--- config.mk ---
export PLATFORM = sky130hd
export DESIGN_NAME = instr_fetch_queue
export DESIGN_NICKNAME = d
export VERILOG_FILES = /design/src/rtl/fetch_pkg.sv /design/src/rtl/sync_fifo.sv /design/src/rtl/instr_fetch_queue.sv
export SDC_FILE = /design/constraint.sdc
export NUM_CORES = 1
export LEC_CHECK = 0
export CAP_MARGIN = 20
export CORE_MARGIN = 3
export CORE_UTILIZATION = 50
export CTS_CLUSTER_SIZE = 24
export DETAILED_ROUTE_END_ITERATION = 8
export GPL_TIMING_DRIVEN = 0
export PLACE_DENSITY = 0.71
export SETUP_SLACK_MARGIN = 0.05
export SLEW_MARGIN = 20
export SYNTH_ARGS = -nofsm -noshare
export SYNTH_HDL_FRONTEND = slang
export SYNTH_HIERARCHICAL = 1
export SYNTH_SLANG_ARGS = --single-unit
--- constraint.sdc ---
create_clock -name clock -period 2.6 [get_ports clock]
set_input_delay 0.52 -clock clock [delete_from_list [all_inputs] [get_ports clock]]
set_output_delay 0.52 -clock clock [all_outputs]
set_load 0.02 [all_outputs]
--- src/rtl/fetch_pkg.sv ---
// Shared types for the instruction fetch queue: default width, the
// redirect-drain state and the layout of a buffered {pc, data} entry.
package fetch_pkg;

  localparam int DEFAULT_XLEN = 32;

  typedef enum logic {
    RUN   = 1'b0,
    DRAIN = 1'b1
  } fetch_state_e;

  typedef struct packed {
    logic [DEFAULT_XLEN-1:0] pc;
    logic [DEFAULT_XLEN-1:0] data;
  } fetch_entry_t;

endpackage

--- src/rtl/sync_fifo.sv ---
// Synchronous FIFO with registered storage, occupancy count and a
// single-cycle clear that wins over push and pop.
module sync_fifo #(
  parameter int WIDTH = 32,
  parameter int DEPTH = 4
) (
  input  logic                       clk_i,
  input  logic                       rst_ni,
  input  logic                       clear_i,
  input  logic                       push_i,
  input  logic [WIDTH-1:0]           data_i,
  input  logic                       pop_i,
  output logic [WIDTH-1:0]           data_o,
  output logic                       full_o,
  output logic                       empty_o,
  output logic [$clog2(DEPTH):0]     count_o
);

  localparam int AW = $clog2(DEPTH);
  localparam int CW = AW + 1;

  logic [WIDTH-1:0] mem_q [DEPTH];
  logic [AW-1:0]    wr_ptr_q, rd_ptr_q;
  logic [CW-1:0]    count_q;

  // Pointers are exactly log2(DEPTH) bits so they wrap on their own.
  always_ff @(posedge clk_i or negedge rst_ni) begin
    if (!rst_ni) begin
      wr_ptr_q <= '0;
      rd_ptr_q <= '0;
      count_q  <= '0;
      for (int i = 0; i < DEPTH; i++) mem_q[i] <= '0;
    end else if (clear_i) begin
      wr_ptr_q <= '0;
      rd_ptr_q <= '0;
      count_q  <= '0;
    end else begin
      if (push_i) begin
        mem_q[wr_ptr_q] <= data_i;
        wr_ptr_q        <= wr_ptr_q + AW'(1);
      end
      if (pop_i) rd_ptr_q <= rd_ptr_q + AW'(1);
      count_q <= count_q + CW'(push_i) - CW'(pop_i);
    end
  end

  assign data_o  = mem_q[rd_ptr_q];
  assign full_o  = (count_q == CW'(DEPTH));
  assign empty_o = (count_q == '0);
  assign count_o = count_q;

endmodule

--- src/rtl/instr_fetch_queue.sv ---
// Fetch queue: issues imem reads from the PC stream under a shared credit,
// pairs in-order responses with their PC, and drains stale reads on redirect.
module instr_fetch_queue
  import fetch_pkg::*;
#(
  parameter int DEPTH = 4,
  parameter int XLEN  = DEFAULT_XLEN
) (
  input  logic            clock,
  input  logic            rst_n,
  input  logic [XLEN-1:0] pc_in,
  input  logic            pc_valid,
  output logic            pc_ready,
  input  logic            flush,
  output logic            imem_req,
  output logic [XLEN-1:0] imem_addr,
  input  logic            imem_gnt,
  input  logic            imem_rvalid,
  input  logic [XLEN-1:0] imem_rdata,
  output logic            inst_valid,
  input  logic            inst_ready,
  output logic [XLEN-1:0] inst_data,
  output logic [XLEN-1:0] inst_pc
);

  localparam int CW = $clog2(DEPTH) + 1;

  fetch_state_e      state_q, state_d;
  logic [CW-1:0]     outstanding_q, outstanding_d;
  logic [CW-1:0]     stale_cnt_q, stale_cnt_d;

  logic [CW-1:0]     tag_count, out_count;
  logic              tag_full, tag_empty, out_full, out_empty;
  logic [XLEN-1:0]   tag_head;
  logic [2*XLEN-1:0] out_head;
  logic [CW:0]       credit_used;
  logic              can_issue, issue, rsp_ok, deliver, out_pop;

  // One credit covers a read from issue until decode takes it.
  assign credit_used = {1'b0, outstanding_q} + {1'b0, out_count};
  assign can_issue   = (state_q == RUN) && !flush && (credit_used < (CW+1)'(DEPTH));
  assign imem_req    = pc_valid && can_issue;
  assign imem_addr   = pc_in;
  assign pc_ready    = imem_req && imem_gnt;
  assign issue       = pc_ready;

  assign rsp_ok      = imem_rvalid && (outstanding_q != '0);
  assign deliver     = rsp_ok && (state_q == RUN) && !flush;
  assign inst_valid  = !out_empty;
  assign out_pop     = inst_valid && inst_ready;
  assign {inst_pc, inst_data} = out_head;

  sync_fifo #(.WIDTH(XLEN), .DEPTH(DEPTH)) u_tag_fifo (
    .clk_i   (clock),
    .rst_ni  (rst_n),
    .clear_i (flush),
    .push_i  (issue),
    .data_i  (pc_in),
    .pop_i   (deliver),
    .data_o  (tag_head),
    .full_o  (tag_full),
    .empty_o (tag_empty),
    .count_o (tag_count)
  );

  sync_fifo #(.WIDTH(2*XLEN), .DEPTH(DEPTH)) u_out_fifo (
    .clk_i   (clock),
    .rst_ni  (rst_n),
    .clear_i (flush),
    .push_i  (deliver),
    .data_i  ({tag_head, imem_rdata}),
    .pop_i   (out_pop),
    .data_o  (out_head),
    .full_o  (out_full),
    .empty_o (out_empty),
    .count_o (out_count)
  );

  // A response landing in the flush cycle is already accounted for, so it
  // does not count towards the reads still to be discarded.
  always_comb begin
    state_d       = state_q;
    outstanding_d = outstanding_q;
    stale_cnt_d   = stale_cnt_q;
    if (flush) begin
      outstanding_d = outstanding_q - CW'(rsp_ok);
      stale_cnt_d   = outstanding_d;
      state_d       = (outstanding_d != '0) ? DRAIN : RUN;
    end else if (state_q == DRAIN) begin
      if (rsp_ok && stale_cnt_q != '0) begin
        outstanding_d = outstanding_q - CW'(1);
        stale_cnt_d   = stale_cnt_q - CW'(1);
        if (stale_cnt_q == CW'(1)) state_d = RUN;
      end
    end else begin
      unique case ({issue, deliver})
        2'b10:   outstanding_d = outstanding_q + CW'(1);
        2'b01:   outstanding_d = outstanding_q - CW'(1);
        default: outstanding_d = outstanding_q;
      endcase
    end
  end

  always_ff @(posedge clock or negedge rst_n) begin
    if (!rst_n) begin
      state_q       <= RUN;
      outstanding_q <= '0;
      stale_cnt_q   <= '0;
    end else begin
      state_q       <= state_d;
      outstanding_q <= outstanding_d;
      stale_cnt_q   <= stale_cnt_d;
    end
  end

  a_rvalid_protocol: assert property (@(posedge clock) disable iff (!rst_n)
    imem_rvalid |-> (outstanding_q != '0));
  a_out_no_overflow: assert property (@(posedge clock) disable iff (!rst_n)
    !(deliver && out_full));
  a_tag_no_overflow: assert property (@(posedge clock) disable iff (!rst_n)
    !(issue && tag_full));
  a_tag_no_underflow: assert property (@(posedge clock) disable iff (!rst_n)
    !(deliver && tag_empty));
  a_tag_tracks_credit: assert property (@(posedge clock) disable iff (!rst_n)
    (state_q == RUN) |-> (tag_count == outstanding_q));

endmodule

; Word-level counts from Yosys, hierarchy flattened
; Index checks and enable logic that the tools add are counted.
[totals]
regBits = 402
inputBits = 71
out_inout_bits = 99
wordCells = 104
[op_classes]
add_sub_neg = 11
magnitude_cmp = 7
eq_ne = 4
muxes = 33
bitwise = 6
n_reduce_logical = 27
[op_table]
columns = op, n
row1 = $bwmux W256, 1
row2 = $mux W64, 3
row3 = $bmux W64 S2, 1
row4 = $bwmux W128, 1
row5 = $demux W64 S2, 1
row6 = $mux W32, 3
row7 = $bmux W32 S2, 1
row8 = $demux W32 S2, 1
row9 = $mux W3, 7
row10 = $mux W2, 8
row11 = $ge A3 B3 Y1 const B, 4
row12 = $not A2 Y3, 4
row13 = $logic_and A1 B1 Y1, 11
row14 = $reduce_bool A2 Y1, 5
row15 = $reduce_bool A3 Y1, 3
row16 = $add A2 B1 Y2 const B, 4
row17 = $reduce_and A2 Y1, 4
row18 = $lt A3 B1 Y1 const B, 2
row19 = $pmux W3 S2, 1
row20 = $sub A3 B1 Y3, 2
row21 = $sub A3 B1 Y3 const B, 2
row22 = $mux W1, 5
row23 = $add A3 B3 Y4, 1
row24 = $lt A4 B3 Y1 const B, 1
row25 = 10 further kinds, 12

; Logic depth before layout (Yosys ltp)
[depth]
depth_word = 9
ltp_mapped = 10
ltp_nobuf = 10

; Hierarchy
; The synthesis kept the hierarchy.
[by_module_without_submodules]
columns = mod, n_inst, cells_per_inst, area_per_inst_um2, seq_area_each_um2
row1 = sync_fifo at u_out_fifo, 1, 659, 12404.4, 6581.3
row2 = sync_fifo at u_tag_fifo, 1, 348, 6388.6, 3378.2
row3 = instr_fetch_queue, 1, 95, 878.3, 175.2

; Least setup slack after synthesis
; Ideal clock, no wire load.
[synth_path]
path_type = register to register
from = register outstanding_q[2]
to = register, netlist name u_tag_fifo/count_o[2]
setup_ns = 0.116
arrival_time_ns = 2.677
required_ns = 2.484
setup_slack_ns = -0.193
stages_incl_launch_ff = 11
path_buffers = 0
period_less_slack_ns = 2.793
cell_sequence = dfrtp_1 -> ha_1 -> nor4b_1 -> nand2_1 -> a31oi_1 -> and2_1 -> ha_1 -> inv_1 -> fa_1 -> xnor3_1 -> nor2_1
[synth_rtl]
columns = item, line_no
row1 = start: declaration, instr_fetch_queue.sv:29  ; logic [CW-1:0] outstanding_q, outstanding_d;
row2 = start signal: assignment, instr_fetch_queue.sv:111  ; outstanding_q <= outstanding_d;

; Worst setup path after layout
[layout_path]
from = register u_out_fifo.rd_ptr_q[0]
to = output inst_pc[21]
[layout_via]
elab_chain_len = 4
[layout_lines]
columns = item, line_no
row1 = start: declaration, sync_fifo.sv:23  ; logic [AW-1:0] wr_ptr_q, rd_ptr_q;
row2 = start signal: assignment, sync_fifo.sv:42  ; if (pop_i) rd_ptr_q <= rd_ptr_q + AW'(1);
row3 = $not A2 Y3 (not written as such), sync_fifo.sv:47  ; assign data_o = mem_q[rd_ptr_q];
row4 = $bmux W64 S2, sync_fifo.sv:47
row5 = $mux W64 (not written as such) (2 in a row), sync_fifo.sv:47
row6 = end: declaration, instr_fetch_queue.sv:23  ; output logic [XLEN-1:0] inst_pc
; Every way passes these cells. The select of a mux whose other input is x is not followed.

==> qor.csv <==
stage,metric,value,unit
outcome,status,finished clean,
clock_tree,clock-root-buffer,sky130_fd_sc_hd__clkbuf_16,
grt,vias_in_the_first_global_route,11100,
timing,final.period_utilization,98.7,%
logic_synthesis,synth_cells,1086,
grt,grt_remaining_overflow,0,
grt,grt_first_pass_wirelength,66.0,mm
timing,finalHoldViolCount,0,
routing,dr.pass1.iters,4,
floorplan,dieHeight,203,um
routing,detailroute.via_count,10000,
timing,normalized_max_slew_margin,64.8,%
min_path,timing.hold.worst.class,reg -> reg,
routing,detail_route.iter0.violations,459,
floorplan,floorplan.core_area,38000,um2
clock_tree,clock_sink_count,402,
floorplan,die-area,41400,um2
layout,diodes,0,
layout,fillers,2823,
clock_tree,cts_max_level,2,
timing,setup_ws,0.0339,ns
routing,detail_route.drc_violations,0,
clock_tree,clk_transition_reported_paths,0.06,ns
critical_path,critical_path.max_fanout,6,
layout,syn2layout_area_growth,21.6,%
timing,final_max_slew_viol_count,0,
timing,final-setup-viol-count,0,
placed_design,place_congestion,0.730,
routing,final_antenna_net_count,0,
clock_tree,cts-root-to-sink-buffers,3,
timing,clock_skew,0.00996,ns
pwr,power_density,818,nW/um2
floorplan,initial_core_util,51.2,%
grt,gr_usage_total,20.3,%
pwr,leakage,12.2,nW
placed_design,hpwl,25.9,mm
critical_path,arrival_time_of_the_worst_setup_path,2.05,ns
pwr,max-vdd-ir-drop,0.465,mV
clock_tree,worst_skew_pair.late_latency,0.55,ns
clock_tree,cts_tree,done,
timing,finalSetupTns,0,ns
logic_synthesis,post_synth_instance_area,19500,um2
timing,min_clock_period_post_route,2.57,ns
critical_path,crit_path_start_kind,flop,
critical_path,path_class,reg -> out,
layout,final_common_cell,sky130_fd_sc_hd__dfrtp_1,
layout,final_cell_mix,"401 x sky130_fd_sc_hd__dfrtp_1, 284 x sky130_fd_sc_hd__mux2_4, 109 x sky130_fd_sc_hd__buf_6, 102 x sky130_fd_sc_hd__clkdlybuf4s50_1, 96 x sky130_fd_sc_hd__mux4_2",
routing,post_drt_via_cell_ratio,5.38,
critical_path,crit_required,2.08,ns
logic_synthesis,syn_nets,1179,
clock_tree,number_of_clock_buffers_inserted_by_tritoncts,43,
grt,antenna_found_initial,2,
placed_design,placement.setup.worst_slack,-0.445,ns
placed_design,numPortBuffers,169,
timing,tightest_slew,0.528,ns
layout,layout.core_utilization,62.3,%
layout,final_net_count,1416,
layout,post_route_cells_drive_above_1_share,54.7,%
floorplan,fp.dieW,203,um
run,cap_viol_max_count,0,
logic_synthesis,yosys_warnings,6,
routing,routed_wirelength,40.7,mm
logic_synthesis,synthesis.area_per_instance,17.9,um2
floorplan,boundaryPins,170,
critical_path,crit_path_end_kind,output pin,
routing,wl_per_cell,21.8,um
timing,max_clock_freq,390,MHz
grt,largest_net_degree_at_the_start_of_global_routing,101,
floorplan,core.rowCount,71,
timing,grt_setup_unrepaired,true,
final timing paths:
kind	startpoint	end	slack, ns	depth (start not counted)
worst max-delay path	u_out_fifo/rd_ptr_q[0]	inst_pc[21]	0.03	5
worst min-delay path	u_out_fifo/mem_q[3]	u_out_fifo/mem_q[3]	0.49	1
worst max register to register	u_out_fifo/count_o[1]	u_tag_fifo/mem_q[102]	0.20	9
worst min register to register	u_out_fifo/mem_q[3]	u_out_fifo/mem_q[3]	0.49	1
max in group asynchronous	rst_n	u_tag_fifo/mem_q[45]	0.43	5
min in group asynchronous	rst_n	u_out_fifo/mem_q[85]	0.50	2
power by group:
group	internal [mW]	total (mW)	switching (mW)	leakage, nW
Sequential	7.01	7.45	0.438	5.53
Combinational	3.35	5.94	2.60	5.94
Clock	3.53	5.99	2.45	0.690
critical path: stages (launching register included):
cell                      delay [ns]
sky130_fd_sc_hd__dfrtp_1        0.34
sky130_fd_sc_hd__buf_6          0.14
sky130_fd_sc_hd__buf_12         0.16
sky130_fd_sc_hd__buf_12         0.14
sky130_fd_sc_hd__mux4_2         0.55
sky130_fd_sc_hd__buf_6          0.16
flip-flops by register name, summed over array words and instances, names as in the netlist:
name,cells
u_tag_fifo/mem_q,128
u_tag_fifo/wr_ptr_q,2
stale_cnt_q,3
u_out_fifo/wr_ptr_q,2
u_out_fifo/count_o,3
outstanding_q,3
u_out_fifo/mem_q,256
u_out_fifo/rd_ptr_q,2
state_q,1
u_tag_fifo/rd_ptr_q,2
timing repair:
action                                 4_1_cts  5_1_grt
endpoints found under the hold margin       55        0
hold buffers                                 1        0
setup buffers                               11        8
setup endpoints to repair                  186       68
pin swaps                                    3        3
resized for setup                          302      122
cloned                                       4        0
layout make-up:
cell class | instances | area, um2 | share of cell area (%)
Inverter | 14 | 52.6 | 0.222
Buffer | 98 | 971 | 4.10
Tap cell | 511 | 639 | 2.70
Multi-Input combinational cell | 570 | 8490 | 35.8
Sequential cell | 402 | 10100 | 42.5
Clock inverter | 11 | 80.1 | 0.338
Timing Repair Buffer | 194 | 2100 | 8.88
Clock buffer | 64 | 1300 | 5.48
through the flow:
| step | cell area (um2) | power [mW] | hold slack (ns) | std cells |
|---|---|---|---|---|
| 2_1_floorplan | 19500 | 11.1 | 0.224 | 1086 |
| 3_3_place_gp | 21800 | 12.9 | 0.468 | 1766 |
| 3_5_place_dp | 21900 | 13.0 | 0.473 | 1770 |
| 4_1_cts | 23600 | 19.4 | 0.490 | 1860 |
| 5_1_grt | 23700 | 20.3 | 0.509 | 1864 |
| 6_report | 23700 | 19.4 | 0.487 | 1864 |
metal layers:
layer  routed length (um)  share of wire [%]  up-vias  GRT usage (%)
met5                   23              0.057        -              0
met4                  612                1.5        4           3.96
met3                 1500                3.7       54           4.07
met2                19600                 48      160           32.4
met1                19000                 47     5353           29.6
li1                     -                  -     4450              -
Note: power is estimated with default switching activity, not from simulation.
